<file path="src/rtl/smpl_pkg.sv">
// Shared types for the sample trigger: FSM states
// and trigger-edge encodings.
package smpl_pkg;

  typedef enum logic [1:0] {
    ST_IDLE,
    ST_ARM,
    ST_WAIT,
    ST_STREAM
  } state_e;

  localparam logic EDGE_RISE = 1'b1;
  localparam logic EDGE_FALL = 1'b0;

endpackage

</file>
<file path="src/rtl/smpl_trigger.sv">
// Scope-style trigger: arms on smpl_req, waits for a level
// crossing (or auto timeout), then streams decimated samples.
// Ports: clkSmpl/n_reset; adc_valid/adc in; trig_level,
// trig_edge, trig_auto, decim config; smpl_req handshake;
// smpl_valid/smpl registered output; triggered status.
module smpl_trigger
  import smpl_pkg::*;
#(
  parameter int SN   = 12,
  parameter int DIVN = 8,
  parameter int TMO  = 4096
) (
  input  logic            clkSmpl,
  input  logic            n_reset,
  input  logic            adc_valid,
  input  logic [SN-1:0]   adc,
  input  logic [SN-1:0]   trig_level,
  input  logic            trig_edge,
  input  logic            trig_auto,
  input  logic [DIVN-1:0] decim,
  input  logic            smpl_req,
  output logic            smpl_valid,
  output logic [SN-1:0]   smpl,
  output logic            triggered
);

  localparam int TW = (TMO > 1) ? $clog2(TMO) : 1;
  localparam logic [TW-1:0] TMO_LAST = TW'(TMO - 1);

  state_e          st_q, st_d;
  logic [SN-1:0]   lvl_q, lvl_d;
  logic            edge_q, edge_d;
  logic            auto_q, auto_d;
  logic [DIVN-1:0] decim_q, decim_d;
  logic [SN-1:0]   prev_q, prev_d;
  logic [TW-1:0]   tmo_q, tmo_d;
  logic [DIVN-1:0] dcnt_q, dcnt_d;
  logic            emit_q, emit_d;
  logic [SN-1:0]   data_q, data_d;
  logic            vld_q, vld_d;
  logic [SN-1:0]   smpl_q, smpl_d;
  logic            trig_q, trig_d;

  logic hit_rise, hit_fall, edge_hit, tmo_hit;

  assign hit_rise = (prev_q < lvl_q) && (adc >= lvl_q);
  assign hit_fall = (prev_q > lvl_q) && (adc <= lvl_q);
  assign edge_hit = (edge_q == EDGE_RISE) ? hit_rise
                                          : hit_fall;
  assign tmo_hit  = auto_q && (tmo_q == TMO_LAST);

  always_comb begin
    st_d    = st_q;
    lvl_d   = lvl_q;
    edge_d  = edge_q;
    auto_d  = auto_q;
    decim_d = decim_q;
    prev_d  = prev_q;
    tmo_d   = tmo_q;
    dcnt_d  = dcnt_q;
    emit_d  = 1'b0;
    data_d  = data_q;
    unique case (st_q)
      ST_IDLE: begin
        if (smpl_req) begin
          st_d    = ST_ARM;
          lvl_d   = trig_level;
          edge_d  = trig_edge;
          auto_d  = trig_auto;
          decim_d = decim;
        end
      end
      ST_ARM: begin
        if (!smpl_req) begin
          st_d = ST_IDLE;
        end else if (adc_valid) begin
          st_d   = ST_WAIT;
          prev_d = adc;
          tmo_d  = '0;
        end
      end
      ST_WAIT: begin
        if (!smpl_req) begin
          st_d = ST_IDLE;
        end else if (adc_valid) begin
          prev_d = adc;
          if (edge_hit || tmo_hit) begin
            st_d   = ST_STREAM;
            emit_d = 1'b1;
            data_d = adc;
            dcnt_d = '0;
          end else begin
            tmo_d = tmo_q + TW'(1);
          end
        end
      end
      ST_STREAM: begin
        if (!smpl_req) begin
          st_d = ST_IDLE;
        end else if (adc_valid) begin
          if (dcnt_q == decim_q) begin
            emit_d = 1'b1;
            data_d = adc;
            dcnt_d = '0;
          end else begin
            dcnt_d = dcnt_q + DIVN'(1);
          end
        end
      end
      default: st_d = ST_IDLE;
    endcase
  end

  // Output stage: a sample dropped by smpl_req going low
  // here never shows up, and triggered lines up with the
  // first streamed sample.
  always_comb begin
    vld_d  = emit_q && smpl_req;
    smpl_d = vld_d ? data_q : smpl_q;
    trig_d = (st_q == ST_STREAM);
  end

  always_ff @(posedge clkSmpl or negedge n_reset) begin
    if (!n_reset) begin
      st_q    <= ST_IDLE;
      lvl_q   <= '0;
      edge_q  <= 1'b0;
      auto_q  <= 1'b0;
      decim_q <= '0;
      prev_q  <= '0;
      tmo_q   <= '0;
      dcnt_q  <= '0;
      emit_q  <= 1'b0;
      data_q  <= '0;
      vld_q   <= 1'b0;
      smpl_q  <= '0;
      trig_q  <= 1'b0;
    end else begin
      st_q    <= st_d;
      lvl_q   <= lvl_d;
      edge_q  <= edge_d;
      auto_q  <= auto_d;
      decim_q <= decim_d;
      prev_q  <= prev_d;
      tmo_q   <= tmo_d;
      dcnt_q  <= dcnt_d;
      emit_q  <= emit_d;
      data_q  <= data_d;
      vld_q   <= vld_d;
      smpl_q  <= smpl_d;
      trig_q  <= trig_d;
    end
  end

  assign smpl_valid = vld_q;
  assign smpl       = smpl_q;
  assign triggered  = trig_q;

endmodule

</file>
<file path="config.mk">
export PLATFORM = sky130hd
export DESIGN_NAME = smpl_trigger
export DESIGN_NICKNAME = d
export VERILOG_FILES = /design/src/rtl/smpl_pkg.sv /design/src/rtl/smpl_trigger.sv
export SDC_FILE = /design/constraint.sdc
export NUM_CORES = 1
export LEC_CHECK = 0
export BUFFER_PORTS_ARGS = -buffer_cell sky130_fd_sc_hd__buf_2
export CAP_MARGIN = 25
export CORE_UTILIZATION = 30
export CTS_CLUSTER_DIAMETER = 60
export DETAILED_ROUTE_END_ITERATION = 12
export PLACE_DENSITY = 0.45
export SLEW_MARGIN = 20
export SYNTH_ARGS = -nofsm -noshare
export SYNTH_HDL_FRONTEND = slang
export SYNTH_SLANG_ARGS = --single-unit
</file>
<file path="constraint.sdc">
create_clock -name clkSmpl -period 4.3 [get_ports clkSmpl]
set_input_delay 0.645 -clock clkSmpl [delete_from_list [all_inputs] [get_ports clkSmpl]]
set_output_delay 0.645 -clock clkSmpl [all_outputs]
set_load 0.01 [all_outputs]
</file>
==> impl_results.md, run 1 <==
* Vert. Die Dim at between 100 and 150 um
* GRT Residual Overflow at 0
* Tightest Pin Transition at 0.7747 ns
* Slew margin rel. at 48.21%
* Vias in the first global route at 3005
* Critical path fanouts, max at 12
* Critical-path cell list: buf_2, ha_1, and4b_4, a211oi_2, o22ai_1, a2111o_1, o211a_1, nor3_1, or2_1, buf_4, mux2_2
* Max-slew violations at 0
* Flop2flop setup slack at 1.14 ns
* Peak supply drop at 244.0 uV
* Pre-antenna DRT Iters at 8
* Unrepaired setup endpoints after global routing: no
* Die ar. at 14630 um2
* WP data arrival at 3.41 ns
* Place WS at 0.7232 ns
* CTS resizes at 0
* Wl on met1 at 4047 um
* Setup crit end kind: flop
* CORE AREA at 13830 um2
* Synth area leader: dfrtp_1
* Syn Inst Count at roughly 370
* Via Count at 2933
* Synth area leaders: dfrtp_1 49%, mux2_2 15%, ha_1 9.1%
* GP Congestion at between 0.7 and 0.8
* Met2 routed WL at 4317 um
* DR WL/cell at 14.40 um
* Status: complete, but fails checks
* Reg2Reg Depth at 11
* Final net count at 496
* Die width at 120.9 um
* CTS root buffer: clkbuf_16
* Netlist cell types at 43
* DP Area at 4725 um2
* Drt via density at roughly 4.8
* Crit path from: adc[2]
* Clock Skew at 0.007025 ns
* WL final at between 8000 and 9000 um
* Final worst-path cycle share at 74.13%
* Primary FF master, synth: dfrtp_1
* Crit-path slowest cell: a2111o_1
* Syn nets at 438
* Post-route ant nets at 0
* Setup-failing EPs final at 0
* Synth Register Bits at 83
* Clk buf depth at 2
* Setup repair bufs after CTS at 0
* CTS tree: built
* IO Port Bufs at 51
* DRT iter0 DRCs at 160
* Post-synth EDFFs at 0
* DRC at 2
* Final instance area at 5034 um2
* Failing checks: DRC
* Async SR Flop Fraction at 100.0%
* GRT Util Overall at 13.44%
* Clock latency on the worst-skew pair at 0.34 ns
* PwrDens at 657.9 nW/um2
* Setup TNS at 0 ns
* Starting Density at 30.69%
* Worst setup margin at 1.113 ns
* FF-to-FF End: data_q[11]
* FMAX at ~310 MHz
* Initial antenna violation count at 0
* Worst Setup Path Type: input port to flop
* Worst EP required at 4.52 ns
* Slowest stage delay, CP at approximately 0.45 ns
* Post-Syn Area at approximately 4200 um2
* Clock-pin slew on the worst setup and hold paths at roughly 0.06 ns
* FF-to-FF Start: lvl_q[2]
* Yosys top cell area share at 48.94%
* Max layer used: met4
* MaxCap Viol Count at 0
* Hold Crit Class: input port to async pin
* Top cells by count, synth: 83 x dfrtp_1, 57 x mux2_2, 31 x ha_1
* ANT cells at 0
* Top-count cell post-synth: dfrtp_1
* Largest net degree at the start of global routing at 58
* Metal3 WL at about 260 um
* Ys Warns at 0
* First-pass GRT wire length at 14960 um
* Rows at 43
* Clock sinks at 83
* Pleak at 2.420 nW
* Share of post-route cells with drive strength above 1 at 31.02%
* Mean area per synthesized cell at 11.50 um2
* Min Clock Period, post-route at 3.187 ns
* I/O pin count at 52
* Dpl hpwl at 6451 um
* Startpoint types: input port
* Post-cts hold buffer count at 0
* TritonCTS buffer count at 9
* Hold Vio Cnt, Final at 0
* Sequential area share after synthesis at approximately half
* CTS H-Tree Depth at 3
* Synth-to-Final Area Change at 18.60%
[cell families (layout without fill, tap and decap cells)]
kind of cell	Yosys count	in the layout	share of synthesized area, %
AOI/OAI and AO/OA	50	50	7.930
xor gates and xnor gates	8	8	1.651
adders and majority gates	31	31	9.139
buffers and inverters	29	92	2.624
DFF	83	83	48.94
muxes	64	64	16.80
and+or+nand+nor	104	104	12.91
[layer usage]
layer  up-vias  track usage, %
li1       1437               -
met1      1444           16.70
met2        40           22.07
met3        12           2.444
met4         0           7.176
met5         -               0
[critical path, delay by kind of cell]
family,cells,cell delay (ns)
AOI/OAI and AO/OA,4,1.03
buffers and inverters,2,0.33
adders and majority gates,1,0.32
muxes,1,0.35
and+or+nand+nor,3,0.72
[layout make-up]
class	instances	area, um2
multi-input cells	257	2056
fillers	1363	8793
flip-flops and latches	83	2077
clock buffers	10	239.0
repair buffers	57	310.3
well taps	180	225.2
inverters	19	71.32
clock inverters	6	55.05
[sequential cells by signal, indices dropped and copies added (netlist names), 2 cells and up]
signal   cells
tmo_q       12
decim_q      8
dcnt_q       8
smpl        12
lvl_q       12
st_q         2
prev_q      12
data_q      12
[cells in the final DEF (no fill, tap or decap), drive strengths merged, types with 8 or more instances in the layout]
cell type	instances
dfrtp	83
mux2	58
buf	57
ha	31
nand2	26
inv	19
nor2	17
o21ai	15
a21oi	13
nand4	11
clkbuf	10
nand3	9
nand2b	9
xnor2	8
[worst max path at each step]
stage                  to  slack [ns]  cells after the start
3_5_place_dp    data_q[6]        0.72                     11
5_1_grt         data_q[4]        0.87                     11
2_1_floorplan  data_q[10]        1.02                     10
6_report       data_q[11]        1.11                     11
4_1_cts        data_q[11]        1.09                     11
3_3_place_gp    data_q[6]        0.78                     11
[stage by stage]
| step | hold WS, ns | util [%] | cells | total power, W |
|---|---|---|---|---|
| after CTS | 0.3975 | 36.30 | 611 | 0.003364 |
| after detailed placement | 0.4787 | 34.17 | 595 | 0.002572 |
| after global routing | 0.4153 | 36.40 | 612 | 0.003598 |
| after floorplan | 0.3494 | - | 369 | 0.002201 |
| final | 0.3672 | 36.40 | 612 | 0.003312 |
| after global placement | 0.4713 | 34.17 | 595 | 0.002538 |
[power by group]
group | total (W) | internal (W) | switching [W]
logic | 0.00125 | 0.000639 | 0.000613
clock network | 0.000770 | 0.000460 | 0.000310
registers | 0.00129 | 0.00109 | 0.000197
total | 0.00331 | 0.00219 | 0.00112
(Power assumes the default switching activity.)
==> run 2, diff against run 1 <==
--- a/config.mk
+++ b/config.mk
@@ -10,7 +10,7 @@
 export CORE_UTILIZATION = 30
 export CTS_CLUSTER_DIAMETER = 60
 export DETAILED_ROUTE_END_ITERATION = 12
-export PLACE_DENSITY = 0.45
+export PLACE_DENSITY = 0.46
 export SLEW_MARGIN = 20
 export SYNTH_ARGS = -nofsm -noshare
 export SYNTH_HDL_FRONTEND = slang
==> constraint.sdc (replaced) <==
create_clock -name clkSmpl -period 2.56 [get_ports clkSmpl]
set_input_delay 0.384 -clock clkSmpl [delete_from_list [all_inputs] [get_ports clkSmpl]]
set_output_delay 0.384 -clock clkSmpl [all_outputs]
set_load 0.01 [all_outputs]
==> impl_results.md, run 2 (synthesis gave the netlist of run 1 again) <==
* Status: complete, but fails checks
* Failing checks: setup timing
* Initial antenna violation count at 0
* Die ar. at 14630 um2
* Synth-to-Final Area Change at 28.13%
* Most frequent cells in the layout: 83 x dfrtp_1, 57 x mux2_2, 50 x buf_2
* Setup TNS at -4.697 ns
* Met2 usage at a little under a quarter
* WP data arrival at just over 3 ns
* WHS at 0.02714 ns
* GRT Residual Overflow at 0
* Final cell count without fillers at roughly 640
* Die width at between 100 and 150 um
* CORE AREA at 13830 um2
* M3 GR Usage at 3.008%
* Placed insts at 616
* Most common cell after layout, fill and taps aside: dfrtp_1
* Share of post-route cells with drive strength above 1 at 41.14%
* Hold Crit Class: input port to async pin
* Tightest Pin Transition at about 0.65 ns
* I/O pin count at 52
* Setup crit end kind: flop
* Peak supply drop at 428.7 uV
* Largest net degree at the start of global routing at 43
* Drt via density at 4.881
* Clock Skew at approximately 0.0082 ns
* Max-slew violations at 0
* Setup-failing EPs final at 33
* CTS tree: built
* # fillers at roughly 1300
* TritonCTS buffer count at 9
* Unrepaired setup endpoints after global routing: yes
* Clock-pin slew on the worst setup and hold paths at about 0.06 ns
* CTS root buffer: clkbuf_16
* Gr busiest metal: met2
* Post-route ant nets at 0
* Pre-antenna DRT Iters at 5
* Clock latency on the worst-skew pair at 0.34 ns
* Min Clock Period, post-route at 2.796 ns
* PwrDens at 1132 nW/um2
* Via Count at 3109
* Final worst-path cycle share at 109.2%
* CTS H-Tree Depth at 3
* Final net count at 522
* Startpoint types: flop
* DRC at 0
* FMAX at 357.7 MHz
* Dpl hpwl at between 6000 and 7000 um
* Worst EP required at 2.78 ns
* Vias in the first global route at 3191
* IO Port Bufs at 51
* Hold Vio Cnt, Final at 0
* Critical path fanouts, max at 4
* Worst Setup Path Type: flop to flop
* DRT iter0 DRCs at 181
* Place WS at -0.4794 ns
* MaxCap Viol Count at 0
* Rows at 43
* GRT Util Overall at 14.14%
* Clk buf depth at 2
* Worst setup margin at -0.2360 ns
* Starting Density at a little under a third
* ANT cells at 0
* GP Congestion at 0.7549
* Pleak at 2.577 nW
* WL final at around 9300 um
* GRT met1 Usage at between 15 and 20%
* Slew margin rel. at 56.73%
* DR WL/cell at 14.59 um
* First-pass GRT wire length at 15590 um
* Vert. Die Dim at 120.9 um
* Clock sinks at between 80 and 90
[run 2: changes by cell type in the layout (fill, tap and decap cells not counted), sizes merged]
cell and delta:
buf +26, bufinv +1, clkinv -3, clkinvlp +1
[run 2: metal layers]
layer  wire length [um]  part of all wire (%)
met1               4353                    47
met4                228                   2.5
met2               4454                    48
met3                261                   2.8
met5                  0                     0
[run 2: power breakdown]
| group | leakage (nW) | switching [W] | internal, W |
|---|---|---|---|
| logic | 1.36 | 0.00119 | 0.00140 |
| registers | 1.06 | 0.000344 | 0.00184 |
| clock network | 0.154 | 0.000516 | 0.000872 |
| total | 2.58 | 0.00205 | 0.00411 |
[run 2: path summary, 6_finish.rpt]
check	from	to	slack, ns	cells past startpoint
max	lvl_q[2]	data_q[3]	-0.24	11
min	n_reset	smpl[7]	0.03	1
max reg2reg	lvl_q[2]	data_q[3]	-0.24	11
min reg2reg	prev_q[0]	prev_q[0]	0.50	2
max in group asynchronous	n_reset	edge_q	1.91	2
min in group clkSmpl	trig_level[7]	lvl_q[7]	0.27	2
[run 2: final cells by class]
type	instances	area (um2)	share of cell area [%]
Timing Repair Buffer	83	533.0	9.802
Clock inverter	5	77.57	1.427
Multi-Input combinational cell	257	2215	40.73
Sequential cell	83	2077	38.20
Tap cell	180	225.2	4.142
Inverter	19	71.32	1.312
Clock buffer	10	239.0	4.395
[run 2: per-stage QoR]
stage                     area, um2  util (%)  total power (W)
final                          5438     39.33         0.006154
after detailed placement       4941     35.73         0.004570
after global placement         4941     35.73         0.004512
after floorplan                4303         -         0.003770
after CTS                      5408     39.11         0.006221
after global routing           5438     39.33         0.006649
[run 2: timing repair]
| item | 4_1_cts | 5_1_grt |
|---|---|---|
| endpoints found under the hold margin | 0 | 0 |
| setup endpoints to repair | 34 | 34 |
| buffers inserted | 5 | 1 |
| gates resized for setup | 25 | 8 |
| pin swaps | 7 | 4 |
| hold buffers | 0 | 0 |
[run 2: worst max-delay path, stage by stage, from the launching register on]
cell and delay [ns]:
dfrtp_1 0.38, inv_2 0.08, ha_4 0.20, a21o_1 0.16
a211oi_2 0.23, o22ai_1 0.09, a2111o_1 0.35, a2111oi_4 0.45
nor3_2 0.08, or2_4 0.26, buf_6 0.13, mux2_4 0.28
